--- src/rtl/pkg_astro.sv ---
// Shared constants for the shot-update datapath: board geometry, opcodes, FSM state codes.
package pkg_astro;

  localparam int unsigned N_TIROS = 16;
  localparam int unsigned W_ADDR  = $clog2(N_TIROS);
  localparam int unsigned W_POS   = 4;
  localparam int unsigned W_CNT   = W_ADDR + 1;
  localparam int unsigned W_OP    = 2;
  localparam int unsigned W_EST   = 4;

  localparam logic [W_OP-1:0] OP_CIMA     = 2'b00;
  localparam logic [W_OP-1:0] OP_DIREITA  = 2'b01;
  localparam logic [W_OP-1:0] OP_BAIXO    = 2'b10;
  localparam logic [W_OP-1:0] OP_ESQUERDA = 2'b11;

  typedef enum logic [W_EST-1:0] {
    ST_INICIAL      = 4'h0,
    ST_ESPERA       = 4'h1,
    ST_ZERA         = 4'h2,
    ST_LE           = 4'h3,
    ST_ESCREVE      = 4'h4,
    ST_VERIFICA_FIM = 4'h5,
    ST_INCREMENTA   = 4'h6,
    ST_SINALIZA     = 4'h7,
    ST_ERRO         = 4'hF
  } estado_t;

endpackage

--- src/rtl/uc_atualiza_tiros_calcula_movimento.sv ---
// One-cell move of a shot in its opcode direction, flagging moves that would leave the board.
module calcula_movimento
  import pkg_astro::*;
(
  input  logic [W_POS-1:0] x_i,
  input  logic [W_POS-1:0] y_i,
  input  logic [W_OP-1:0]  opcode_i,
  output logic [W_POS-1:0] novo_x_c,
  output logic [W_POS-1:0] novo_y_c,
  output logic             saiu_tabuleiro_c
);

  localparam logic [W_POS-1:0] POS_MIN = '0;
  localparam logic [W_POS-1:0] POS_MAX = '1;

  // Boundary test comes first so the +/-1 never wraps; on exit the old coordinate is kept.
  always_comb begin
    novo_x_c         = x_i;
    novo_y_c         = y_i;
    saiu_tabuleiro_c = 1'b0;
    case (opcode_i)
      OP_CIMA: begin
        if (y_i == POS_MIN) saiu_tabuleiro_c = 1'b1;
        else                novo_y_c = y_i - W_POS'(1);
      end
      OP_DIREITA: begin
        if (x_i == POS_MAX) saiu_tabuleiro_c = 1'b1;
        else                novo_x_c = x_i + W_POS'(1);
      end
      OP_BAIXO: begin
        if (y_i == POS_MAX) saiu_tabuleiro_c = 1'b1;
        else                novo_y_c = y_i + W_POS'(1);
      end
      default: begin
        if (x_i == POS_MIN) saiu_tabuleiro_c = 1'b1;
        else                novo_x_c = x_i - W_POS'(1);
      end
    endcase
  end

endmodule

--- src/rtl/uc_atualiza_tiros.sv ---
// Sweeps the shot memory on each movement tick, advancing loaded shots and counting survivors.
module uc_atualiza_tiros
  import pkg_astro::*;
(
  input  logic              clock,
  input  logic              reset,
  input  logic              iniciar_atualizacao,
  input  logic              mem_loaded,
  input  logic [W_POS-1:0]  mem_pos_x,
  input  logic [W_POS-1:0]  mem_pos_y,
  input  logic [W_OP-1:0]   mem_opcode,
  output logic [W_ADDR-1:0] mem_endereco,
  output logic              mem_escreve,
  output logic [W_POS-1:0]  mem_novo_x,
  output logic [W_POS-1:0]  mem_novo_y,
  output logic              mem_novo_loaded,
  output logic              ocupado,
  output logic              atualizacao_concluida,
  output logic [W_CNT-1:0]  tiros_ativos,
  output logic [W_EST-1:0]  db_estado_atualiza
);

  estado_t             estado_q, estado_d;
  logic [W_ADDR-1:0]   indice_q;
  logic [W_CNT-1:0]    acum_q;
  logic [W_CNT-1:0]    tiros_q;
  logic                escreve_q;
  logic [W_POS-1:0]    novo_x_q, novo_y_q;
  logic                novo_loaded_q;
  logic                ocupado_q;
  logic                concluida_q;

  logic [W_POS-1:0]    mov_x_c, mov_y_c;
  logic                saiu_c;

  calcula_movimento u_calcula_movimento (
    .x_i              (mem_pos_x),
    .y_i              (mem_pos_y),
    .opcode_i         (mem_opcode),
    .novo_x_c         (mov_x_c),
    .novo_y_c         (mov_y_c),
    .saiu_tabuleiro_c (saiu_c)
  );

  // Next-state decode; unknown encodings fall into erro, which only reset leaves.
  always_comb begin
    estado_d = ST_ERRO;
    case (estado_q)
      ST_INICIAL:      estado_d = ST_ESPERA;
      ST_ESPERA:       estado_d = iniciar_atualizacao ? ST_ZERA : ST_ESPERA;
      ST_ZERA:         estado_d = ST_LE;
      ST_LE:           estado_d = mem_loaded ? ST_ESCREVE : ST_VERIFICA_FIM;
      ST_ESCREVE:      estado_d = ST_VERIFICA_FIM;
      ST_VERIFICA_FIM: estado_d = (indice_q == W_ADDR'(N_TIROS - 1)) ? ST_SINALIZA
                                                                    : ST_INCREMENTA;
      ST_INCREMENTA:   estado_d = ST_LE;
      ST_SINALIZA:     estado_d = ST_ESPERA;
      default:         estado_d = ST_ERRO;
    endcase
  end

  // Outputs are registered from the next state; the write payload is captured in le,
  // where the memory is already addressed at the slot that escreve will update.
  always_ff @(posedge clock or posedge reset) begin
    if (reset) begin
      estado_q      <= ST_INICIAL;
      indice_q      <= '0;
      acum_q        <= '0;
      tiros_q       <= '0;
      escreve_q     <= 1'b0;
      novo_x_q      <= '0;
      novo_y_q      <= '0;
      novo_loaded_q <= 1'b0;
      ocupado_q     <= 1'b0;
      concluida_q   <= 1'b0;
    end else begin
      estado_q <= estado_d;

      case (estado_q)
        ST_ZERA: begin
          indice_q <= '0;
          acum_q   <= '0;
        end
        ST_INCREMENTA: indice_q <= indice_q + W_ADDR'(1);
        ST_ESCREVE:    if (novo_loaded_q) acum_q <= acum_q + W_CNT'(1);
        ST_SINALIZA:   tiros_q <= acum_q;
        default: ;
      endcase

      escreve_q     <= (estado_d == ST_ESCREVE);
      novo_x_q      <= (estado_d == ST_ESCREVE) ? mov_x_c : '0;
      novo_y_q      <= (estado_d == ST_ESCREVE) ? mov_y_c : '0;
      novo_loaded_q <= (estado_d == ST_ESCREVE) && !saiu_c;
      ocupado_q     <= estado_d inside {ST_ZERA, ST_LE, ST_ESCREVE, ST_VERIFICA_FIM,
                                        ST_INCREMENTA, ST_SINALIZA};
      concluida_q   <= (estado_d == ST_SINALIZA);
    end
  end

  assign mem_endereco          = indice_q;
  assign mem_escreve           = escreve_q;
  assign mem_novo_x            = novo_x_q;
  assign mem_novo_y            = novo_y_q;
  assign mem_novo_loaded       = novo_loaded_q;
  assign ocupado               = ocupado_q;
  assign atualizacao_concluida = concluida_q;
  assign tiros_ativos          = tiros_q;
  assign db_estado_atualiza    = W_EST'(estado_q);

endmodule

--- config.mk ---
export PLATFORM = sky130hd
export DESIGN_NAME = uc_atualiza_tiros
export DESIGN_NICKNAME = d
export VERILOG_FILES = /design/src/rtl/pkg_astro.sv /design/src/rtl/uc_atualiza_tiros_calcula_movimento.sv /design/src/rtl/uc_atualiza_tiros.sv
export SDC_FILE = /design/constraint.sdc
export NUM_CORES = 1
export LEC_CHECK = 0
export ABC_AREA = 1
export BUFFER_PORTS_ARGS = -buffer_cell sky130_fd_sc_hd__buf_4
export CORE_MARGIN = 4
export CORE_UTILIZATION = 49
export DETAILED_ROUTE_END_ITERATION = 6
export PLACE_DENSITY = 0.82
export SLEW_MARGIN = 20
export SYNTH_ARGS = -nofsm -noshare
export SYNTH_HDL_FRONTEND = slang
export SYNTH_SLANG_ARGS = --single-unit
--- constraint.sdc ---
create_clock -name clock -period 2.2 [get_ports clock]
set_clock_uncertainty 0.1 [all_clocks]
set_input_delay 0.44 -clock clock [delete_from_list [all_inputs] [get_ports clock]]
set_output_delay 0.44 -clock clock [all_outputs]
set_load 0.03 [all_outputs]
==> reports/metrics.cfg, run 1 <==
[yosys]
synthCells=229
synth_fp_nets=249
avgSynthCellArea_um2=7.54
ys_ff_latch=30
netlist_area_um2=1730
synthFlopType=dfrtp_1
yosys_warnings=0
synthArstFlopShare_pct=100
synth.distinct_cells=22
synth_edf_count=0
synth-seq-area-share_pct=43.5

[route]
post_drt_wl_per_cell_um=10.7
drtAntennaViolNets=0
viasPerCell=4.97
routed_wirelength_um=3400
drt_iter0_drc=109
vias=1579
drc_errors=0
dr.pass1.iters=4

[clock_network]
clk_latency_ns=0.31
ctsHoldBuffers=0
clockRootBuffer=clkbuf_4
numCtsBuffers=5
path_clk_slew_ns=0.09
clock_path_buffers=2
post-cts-setup-buffer-count=0
htreeDepth=2
post_cts_resized=0
cts_tree=built
cts.sinks=30

[setup_path]
r2r_setup_slack_ns=0.72
cpLargestDelayFamily=flip-flops
r2r_cells=6
r2r_end=mem_novo_x[1]
crit_path_cell_trace=buf_4
crit_arrival_ns=1.10
r2r_start=mem_endereco[0]
critPathMaxFanout=7
slowest_delay_ns=0.56
critPathBufInv=1
critPathRequiredTime_ns=1.66
critPathSlowestCell=dfrtp_1
critical_path_class=register to output pin
worst_setup_path_end_kind=output pin
worst_setup_path_start_kind=register

[placement]
io_buffers=38
place.gp.congestion=0.840
place_inst=312
dp_slack_ns=0.615
dp_hpwl_um=2700

[timing]
slew_violations=0
rsz0062_at_grt=false
finalSetupViolCount=0
setup_slack_ns=0.562
hold_viol=0
timing.setup.tns_ns=0
tightest_slew_ns=0.366
worst_hold_slack_ns=0.0829
maxSlewHeadroom_pct=75.5
max_freq_ghz=0.611
min_period_ns=1.64
fin_crit_sh_pct=74.4

[die]
die_h_um=67.4
rows=21
core_um2=3360
initial_core_util_pct=51.3
dieWidth_um=67.4
fp.dieArea_um2=4540
ios=39

[finish]
final-instance-count-excl-fill=318
final_common_cell=nand2_1
antenna_cells=0
area_growth_pct=22.4
final_cell_mix=nand2_1, buf_4, inv_1, nand3_1, dfrtp_1
drive_above_1_share_pct=20.2
nNetsFinal=293

[grt]
antenna_found_initial=0
grt_pass1_wl_um=5820
grt_use_met3_pct=3.66
grt_most_used_layer=met2
use_met2_pct=28.3
grt_pass1_vias=1460
grt_max_degree=31
use_met1_pct=20.3
gr-total-overflow=0
grt_util_all_layers_pct=16.6

[power]
p_leak_nw=1.19
power_density_nw_per_um2=982
vdd.ir_drop.worst_mv=0.353

[job]
cap_violations=0

[run_status]
outcome=finished, final reports clean

[worst_hold_path]
hp-class=input port to asynchronous set/reset pin

[through the flow]
stage / instance area [um^2] / utilization (%) / power [mW]
finish: 2110 / 62.8 / 2.08
global placement: 2060 / 61.3 / 1.77
CTS: 2110 / 62.8 / 2.10
floorplan: 1730 / - / 1.45
detailed placement: 2060 / 61.3 / 1.79
global route: 2110 / 62.8 / 2.23
[report_power, final]
group | internal, mW | switching [mW]
clock | 0.144 | 0.160
sequential | 0.686 | 0.0963
combinational | 0.323 | 0.667
total | 1.15 | 0.924
[worst max-delay path by stage]
stage / from / end / slack [ns] / depth (start not counted)
after global routing: db_estado_atualiza[3] / db_estado_atualiza[3] / 0.49 / 1
after CTS: db_estado_atualiza[3] / db_estado_atualiza[3] / 0.53 / 1
final: db_estado_atualiza[3] / db_estado_atualiza[3] / 0.56 / 1
after global placement: mem_pos_y[0] / mem_novo_y[1] / 0.66 / 9
after floorplan: db_estado_atualiza[2] / tiros_ativos[3] / 0.71 / 4
after detailed placement: mem_pos_x[0] / mem_novo_x[1] / 0.61 / 9
[logic make-up after synthesis]
group | synth area share (%)
AO/OA/AOI/OAI | 5.07
XOR/XNOR | 2.54
multiplexers | 1.74
adder cells (fa/ha/maj) | 4.35
AND/OR/NAND/NOR | 35.2
flip-flops | 43.5
buffers and inverters | 7.61
[state kept, by name, indices dropped and copies added, names as in the netlist]
name / flops
acum_q: 5
atualizacao_concluida: 1
db_estado_atualiza: 4
mem_endereco: 4
mem_escreve: 1
mem_novo_loaded: 1
mem_novo_x: 4
mem_novo_y: 4
ocupado: 1
tiros_ativos: 5
[cell usage after synthesis (2+ instances only)]
cell     number  area (um^2)
a21oi_1       2         10.0
dfrtp_1      30          751
ha_1          6         75.1
inv_1        30          113
mux2_4        2         30.0
nand2_1      64          240
nand2_2       2         12.5
nand2_4       2         22.5
nand3_1      30          150
nand4_1       6         37.5
nor2_1       29          109
o21ai_0      12         60.1
o21ai_1       2         10.0
xor2_1        4         35.0
[per-layer routing]
layer  vias up  wire length (um)  share of wire (%)
li1        815                 -                  -
met3        10               196                5.8
met5         -                 0                  0
met1       711              1500                 44
met4         0                57                1.7
met2        43              1640                 48
[layout make-up]
class | count | area [um^2]
Inverter | 31 | 116
Multi-Input combinational cell | 166 | 845
Sequential cell | 30 | 751
Tap cell | 46 | 57.6
Fill cell | 316 | 1250
Clock buffer | 6 | 51.3
Timing Repair Buffer | 39 | 293
No activity file was read; power rests on OpenSTA's default activity.
==> run 2: changes to the inputs <==
clock period = 1.7 ns   (was 2.2 ns; I/O delays follow)
==> run 2 against run 1 <==
- worst setup slack got worse by 0.42 ns
- global-route usage decreased by 0.25 points
- critical path depth unchanged
- first-iteration DRC count increased by 3.7%
- hold slack improved by 0.11 ns
- sequential cell count unchanged
- design area increased by 2.1%
- die area unchanged
- register-to-register slack got worse by 0.49 ns
- sequential power increased by 30%
- clock power increased by 68%
- utilization increased by 1.3 points
- largest cell class unchanged
- largest power group unchanged
==> reports/metrics.cfg, run 2 (same netlist as run 1, synthesis figures left out) <==
[setup_path]
critical_path_class=register to output pin
critPathBufInv=1  ; unchanged
critPathSlowestCell=dfrtp_1
r2r_setup_slack_ns=0.23  ; -0.49 ns
cpLargestDelayFamily=flip-flops
critPathRequiredTime_ns=1.26  ; -0.40 ns
crit_arrival_ns=1.12  ; +0.02 ns
worst_setup_path_end_kind=output pin
crit_path_cell_trace=buf_4
slowest_delay_ns=0.56  ; about the same
critPathMaxFanout=7  ; unchanged
worst_setup_path_start_kind=register

[finish]
area_growth_pct=25.0
post-route-util_pct=64.2  ; +1.3 points
fill_cells=306  ; -3.2%
final_common_cell=nand2_1
stdcell_area_um2=2160  ; +2.1%
final_cell_mix=nand2_1, buf_4, inv_1, nand3_1, dfrtp_1
antenna_cells=0  ; unchanged
seq_area_um2=751  ; unchanged
drive_above_1_share_pct=21.0  ; +0.79 points
multi_input_area_um2=845  ; unchanged
nNetsFinal=295  ; +0.68%

[clock_network]
htreeDepth=2  ; unchanged
cts_tree=built
post-cts-setup-buffer-count=0  ; unchanged
clockRootBuffer=clkbuf_4
numCtsBuffers=5  ; unchanged
path_clk_slew_ns=0.09  ; about the same
cts.sinks=30  ; unchanged
clk_latency_ns=0.32  ; about the same
clock_path_buffers=2  ; unchanged

[power]
power_density_nw_per_um2=1310  ; +34%
power.total_mw=2.83  ; +36%
vdd.ir_drop.worst_mv=0.444  ; +26%
p_leak_nw=1.22  ; +2.0%

[die]
core_um2=3360  ; unchanged
dieWidth_um=67.4  ; unchanged
fp.dieArea_um2=4540  ; unchanged
initial_core_util_pct=51.3  ; unchanged
die_h_um=67.4  ; unchanged
rows=21  ; unchanged
ios=39  ; unchanged

[grt]
grt_max_degree=31  ; unchanged
use_met2_pct=27.1  ; -1.2 points
grt_use_met3_pct=3.66  ; unchanged
grt_pass1_wl_um=5540  ; -4.9%
gr-total-overflow=0  ; unchanged
use_met1_pct=19.2  ; -1.1 points
antenna_found_initial=0  ; unchanged
grt_most_used_layer=met2
grt_pass1_vias=1371  ; -6.1%
grt_util_all_layers_pct=16.4  ; -0.25 points

[route]
drt_iter0_drc=113  ; +3.7%
drtAntennaViolNets=0  ; unchanged
routed_wirelength_um=3490  ; +2.6%
viasPerCell=4.89  ; -1.6%
vias=1573  ; -0.38%
drc_errors=0  ; unchanged
post_drt_wl_per_cell_um=10.8  ; +1.3%
dr.pass1.iters=4  ; unchanged

[run_status]
outcome=finished, final reports clean

[timing]
max_freq_ghz=0.642
fin_crit_sh_pct=91.7
finalSetupViolCount=0  ; unchanged
min_period_ns=1.56
maxSlewHeadroom_pct=75.8  ; +0.24 points
timing.setup.tns_ns=0  ; unchanged
rsz0062_at_grt=false
worst_hold_slack_ns=0.191  ; +0.108 ns
hold_viol=0  ; unchanged
slew_violations=0  ; unchanged
tightest_slew_ns=0.363  ; -0.00231 ns

[worst_hold_path]
hp-class=input port to register

[placement]
io_buffers=38  ; unchanged
place_area_um2=2070  ; +0.36%
dp_hpwl_um=2690  ; -0.39%
place.gp.congestion=0.886  ; +5.5%

[job]
cap_violations=0  ; unchanged

## run 2: per-stage QoR
| step | instances | setup slack, ns |
|---|---|---|
| 4_1_cts | 322 | 0.118 |
| 5_1_grt | 322 | 0.0446 |
| 3_3_place_gp | 313 | 0.245 |
| 6_report | 322 | 0.141 |
| 3_5_place_dp | 313 | 0.213 |
| 2_1_floorplan | 229 | 0.209 |
## run 2: area by class of cell
cell class	count	share of cell area [%]
multi-input cells	166	39.1
flip-flops and latches	30	34.8
repair buffers	41	14.4
inverters	31	5.39
clock buffers	8	3.65
well taps	46	2.67
## run 2: worst register-to-register path: stages (launching register included)
cell	delay [ns]
dfrtp_1	0.43
ha_1	0.24
nand3_1	0.11
a21oi_1	0.07
nor2_1	0.17
nand2_2	0.16
nor2_1	0.12
## run 2: final timing paths
check,startpoint,end,cells after the start
worst min register to register,tiros_ativos[0],tiros_ativos[0],2
min in group asynchronous,reset,tiros_ativos[0],4
max in group asynchronous,reset,mem_novo_loaded,4
worst max-delay path,db_estado_atualiza[3],db_estado_atualiza[3],1
worst min-delay path,mem_pos_y[0],mem_novo_y[0],4
worst max register to register,mem_endereco[0],mem_novo_y[2],6
## run 2: layer usage
layer	vias up	wire length (um)
li1	816	-
met1	699	1500
met2	50	1680
met3	8	229
met4	0	74
met5	-	0
## run 2: report_power, final
group	internal, mW	switching, mW
clock	0.282	0.228
combinational	0.430	0.874
sequential	0.887	0.132
total	1.60	1.23
## run 2: repair_timing
action / 4_1_cts / 5_1_grt
endpoints found under the hold margin: 14 / 0
resized for setup: 0 / 0
setup endpoints to repair: 0 / 0
hold buffers: 1 / 0
